--- src/rtl/seg7_scan_driver.sv ---
// Time-multiplexed 7-segment driver: captures packed BCD digits and scans them
// onto a shared segment bus with one dead cycle per digit slot.
module seg7_scan_driver #(
    parameter int unsigned DIGITS         = 4,
    parameter int unsigned REFRESH_DIV    = 50000,
    parameter bit          ACTIVE_LOW_SEG = 1'b1
) (
    input  logic                  CLK,
    input  logic                  RST_N,
    input  logic [4*DIGITS-1:0]   BCD_IN,
    input  logic                  LOAD,
    input  logic                  BLANK_EN,
    output logic [6:0]            SEG,
    output logic [DIGITS-1:0]     AN,
    output logic                  ERR
);

    localparam int unsigned   PW      = (REFRESH_DIV > 1) ? $clog2(REFRESH_DIV) : 1;
    localparam int unsigned   IW      = (DIGITS > 1) ? $clog2(DIGITS) : 1;
    localparam logic [6:0]    SEG_OFF = ACTIVE_LOW_SEG ? 7'h7F : 7'h00;
    localparam logic [PW-1:0] P_LAST  = PW'(REFRESH_DIV - 1);
    localparam logic [IW-1:0] I_LAST  = IW'(DIGITS - 1);

    logic [4*DIGITS-1:0] shadow;
    logic [PW-1:0]       p;
    logic [IW-1:0]       idx;

    logic [DIGITS-1:0]   blank_mask;
    logic                zero_run;
    logic [3:0]          cur_nib;
    logic                cur_blank;
    logic [6:0]          seg_act;
    logic [6:0]          seg_nxt;
    logic [DIGITS-1:0]   an_nxt;
    logic                err_nxt;

    always_ff @(posedge CLK or negedge RST_N) begin
        if (!RST_N) begin
            shadow <= '0;
        end else if (LOAD) begin
            shadow <= BCD_IN;
        end
    end

    always_ff @(posedge CLK or negedge RST_N) begin
        if (!RST_N) begin
            p   <= '0;
            idx <= '0;
        end else if (p == P_LAST) begin
            p   <= '0;
            idx <= (idx == I_LAST) ? '0 : idx + 1'b1;
        end else begin
            p   <= p + 1'b1;
        end
    end

    // Walk from the most significant digit down; a digit is blank while every
    // digit at or above it is zero. Digit 0 always shows.
    always_comb begin
        blank_mask = '0;
        zero_run   = 1'b1;
        for (int unsigned j = 0; j < DIGITS; j++) begin
            zero_run = zero_run & (shadow[4*(DIGITS-1-j) +: 4] == 4'd0);
            blank_mask[DIGITS-1-j] = zero_run && ((DIGITS-1-j) != 0);
        end
    end

    always_comb begin
        cur_nib   = '0;
        cur_blank = 1'b0;
        for (int unsigned k = 0; k < DIGITS; k++) begin
            if (idx == IW'(k)) begin
                cur_nib   = shadow[4*k +: 4];
                cur_blank = blank_mask[k];
            end
        end
    end

    always_comb begin
        seg_act = 7'h40;
        case (cur_nib)
            4'd0:    seg_act = 7'h3F;
            4'd1:    seg_act = 7'h06;
            4'd2:    seg_act = 7'h5B;
            4'd3:    seg_act = 7'h4F;
            4'd4:    seg_act = 7'h66;
            4'd5:    seg_act = 7'h6D;
            4'd6:    seg_act = 7'h7D;
            4'd7:    seg_act = 7'h07;
            4'd8:    seg_act = 7'h7F;
            4'd9:    seg_act = 7'h6F;
            default: seg_act = 7'h40;
        endcase
        if (BLANK_EN && cur_blank) begin
            seg_act = 7'h00;
        end
        seg_nxt = ACTIVE_LOW_SEG ? ~seg_act : seg_act;
    end

    always_comb begin
        an_nxt  = (p == '0) ? '1 : ~(DIGITS'(1) << idx);
        err_nxt = 1'b0;
        for (int unsigned k = 0; k < DIGITS; k++) begin
            if (shadow[4*k +: 4] > 4'd9) begin
                err_nxt = 1'b1;
            end
        end
    end

    always_ff @(posedge CLK or negedge RST_N) begin
        if (!RST_N) begin
            SEG <= SEG_OFF;
            AN  <= '1;
            ERR <= 1'b0;
        end else begin
            SEG <= seg_nxt;
            AN  <= an_nxt;
            ERR <= err_nxt;
        end
    end

endmodule

--- config.mk ---
export PLATFORM = sky130hd
export DESIGN_NAME = seg7_scan_driver
export DESIGN_NICKNAME = d
export VERILOG_FILES = /design/src/rtl/seg7_scan_driver.sv
export SDC_FILE = /design/constraint.sdc
export NUM_CORES = 1
export LEC_CHECK = 0
export BUFFER_PORTS_ARGS = -buffer_cell sky130_fd_sc_hd__clkbuf_2
export CORE_MARGIN = 1
export CORE_UTILIZATION = 47
export DETAILED_ROUTE_END_ITERATION = 10
export HOLD_SLACK_MARGIN = 0.1
export PLACE_DENSITY = 0.68
export SYNTH_ARGS = -nofsm -noshare
export SYNTH_HDL_FRONTEND = slang
export SYNTH_SLANG_ARGS = --single-unit
--- constraint.sdc ---
create_clock -name CLK -period 5.4 [get_ports CLK]
set_input_delay 0.27 -clock CLK [delete_from_list [all_inputs] [get_ports CLK]]
set_output_delay 0.27 -clock CLK [all_outputs]
set_load 0.02 [all_outputs]
==> run_results.csv <==
group,metric,value,unit
critical_path,reg2reg_to,"SEG[4]",
timing,period_needed,2260,ps
yosys,syn_area,2250,sq um
power,vdd_drop_max,0.000177,V
yosys,yosysTopAreaCellShare,38.9,%
power,leakagePower,1.15,nW
clock_tree,cts_tree,"done",
finish,syn_to_final_growth,14.4,%
placement,port_buffers,31,
timing,skew,10.3,ps
yosys,yosysSeqAreaShare,51.7,%
floorplan,start_util,50.4,%
floorplan,rows,24,
finish,regArea,1160,sq um
status,violations,"design-rule violations",
route,wirelength,3.85,mm
route,drt_iter0_markers,120,
status,status,"complete, but fails checks",
critical_path,cp-start-kind,"register",
timing,fin_setup_tns,0,ps
global_route,grt_pass1_vias,1492,
yosys,synth_common_cells,"35 x dfrtp_1, 16 x mux2_2, 16 x nand2_1",
clock_tree,post-cts-setup-buffers,0,
yosys,ys_ff_latch,46,
floorplan,chipWidth,71.2,um
route,dr.pass1.iters,7,
timing,relSlewSlack,59.7,%
yosys,syn_avg_cell_area,11.5,sq um
finish,nets,262,
critical_path,reg2reg_depth,8,
timing,hold_violations,0,
timing,timing.final.crit_share,41.8,%
floorplan,core-area,4470,sq um
hold_path,min_to,"shadow[0]",
placement,dp_hpwl,2.83,mm
power,power.density,285,nW/um^2
hold_path,holdPathStages,2,
job,maxCapViolCount,0,
critical_path,arrival,2470,ps
finish,layout-drive-gt1-share,32.8,%
route,post_drt_via_cell_ratio,5.39,
yosys,syn_inst,196,
yosys,synth-main-ff-cell,"dfrtp_1",
global_route,grt_pass1_wl,6.89,mm
clock_tree,hold_buffers,1,
placement,place_ws,3150,ps
yosys,yosysWarnings,0,
critical_path,r2r-start,"idx[1]",
placement,finalWeightedCongestion,0.770,
critical_path,critical_path.endpoint_type,"register",
global_route,grt_usage,17.5,%
route,drc,2,
global_route,grt_max_degree,47,
floorplan,ios,32,
route,wl_per_cell,13.5,um
yosys,yosysTopAreaCell,"dfrtp_1",
clock_tree,clk_pin_slew,90,ps
finish,final_cell_area,2580,sq um
timing,setup_viol,0,
route,antenna_left,0,
yosys,synthTopCellsByArea,"dfrtp_1 39%, dfstp_2 13%, mux2_2 8.0%, ha_1 6.1%, xnor2_1 3.1%",
clock_tree,h-tree-depth,2,
critical_path,path_class,"reg -> reg",
clock_tree,cts_buffers,5,
global_route,antenna_found_initial,0,
yosys,ys_types,47,
critical_path,crit_fanout,10,
hold_path,hold_path_startpoint,"BCD_IN[0]",
timing,worst_slew_pin_slew,604,ps
critical_path,startpoint,"idx[1]",
hold_path,hold_class,"in -> reg",
clock_tree,cts_resized,0,
global_route,overflow,0,
floorplan,die_h,71.2,um
finish,n_fill_cell,399,
critical_path,r2r_slack,3140,ps
finish,antenna_cells,0,
clock_tree,clock_path_buffers,2,
yosys,yosysMostFrequentCell,"dfrtp_1",
timing,fin_ws,3140,ps
yosys,synth_edf_count,0,
clock_tree,clkLatencyLatePin,290,ps
floorplan,die-area,5080,sq um
timing,rsz0062_at_grt,"false",
timing,slew_violations,0,
finish,multi_input_area,1020,sq um
critical_path,critical_path_required,5620,ps
yosys,async_flop_share,100,%
route,vias,1531,
clock_tree,cts_root_buf,"clkbuf_8",
yosys,syn_nets,227,
placement,placed_area,2450,sq um
finish,final_util,57.6,%
timing,clock.fmax,0.443,GHz
power,p_total,736,uW
clock_tree,cts.sinks,46,
[stage by stage]
step / cells / hold WS (ps)
5_1_grt: 284 / 190
6_report: 284 / 197
2_1_floorplan: 196 / -25.6
4_1_cts: 284 / 188
3_5_place_dp: 275 / 387
3_3_place_gp: 275 / 383
[routing by layer]
layer,vias to the layer above,global-route usage [%],wire length (um)
li1,755,-,-
met1,745,25.0,1950
met2,29,26.3,1720
met3,2,5.06,157
met4,0,4.67,20
met5,-,0,0
[state kept, by name (all words and copies together), names as in the netlist]
signal,count
AN,4
ERR,1
SEG,7
p,16
idx,2
shadow,16
[cells in the final DEF (no fill, tap or decap), drive strengths merged, types with 5 or more instances in the layout]
master  instances
clkbuf         38
dfrtp          35
dfstp          11
ha             11
inv            10
mux2           17
nand2          17
nand3           8
nand4           5
nor2           15
nor4            5
o21ai           9
xnor2           8
xor2            5
[kinds of logic (layout without fill, tap and decap cells)]
| family | count (synthesis) | after routing | synth area share [%] |
|---|---|---|---|
| compound gates | 26 | 26 | 8.94 |
| xor+xnor | 13 | 13 | 5.05 |
| fa+ha+maj | 11 | 11 | 6.11 |
| buf+inv | 15 | 51 | 2.94 |
| flops | 46 | 46 | 51.7 |
| mux | 19 | 19 | 9.38 |
| simple gates | 66 | 66 | 15.9 |
[how the worst max path moves through the flow]
| stage | to | slack (ps) |
|---|---|---|
| 3_3_place_gp | SEG[4] | 3220 |
| 3_5_place_dp | SEG[4] | 3150 |
| 4_1_cts | SEG[4] | 3120 |
| 5_1_grt | SEG[4] | 3000 |
| 6_report | SEG[4] | 3140 |
| 2_1_floorplan | SEG[4] | 3340 |
[report_power, final]
group          internal [mW]  total [mW]  switching, mW
Clock                  0.151       0.261          0.110
Combinational         0.0403      0.0885         0.0482
Sequential             0.372       0.386         0.0142
Total                  0.563       0.736          0.173
[final cells by class]
type	count	share of cell area, %
Sequential cell	46	45.2
Timing Repair Buffer	33	6.70
Clock inverter	1	1.16
Clock buffer	7	3.35
Tap cell	52	2.52
Inverter	10	1.46
Multi-Input combinational cell	135	39.6
[critical path: stages, from the launching register on]
cell and delay (ps):
dfrtp_1 400, inv_1 120, ha_1 330, nand2_1 110
a31oi_2 390, inv_1 140, ha_1 230, mux2_1 290
a22oi_1 150
Note: power is estimated with default switching activity, not from simulation.
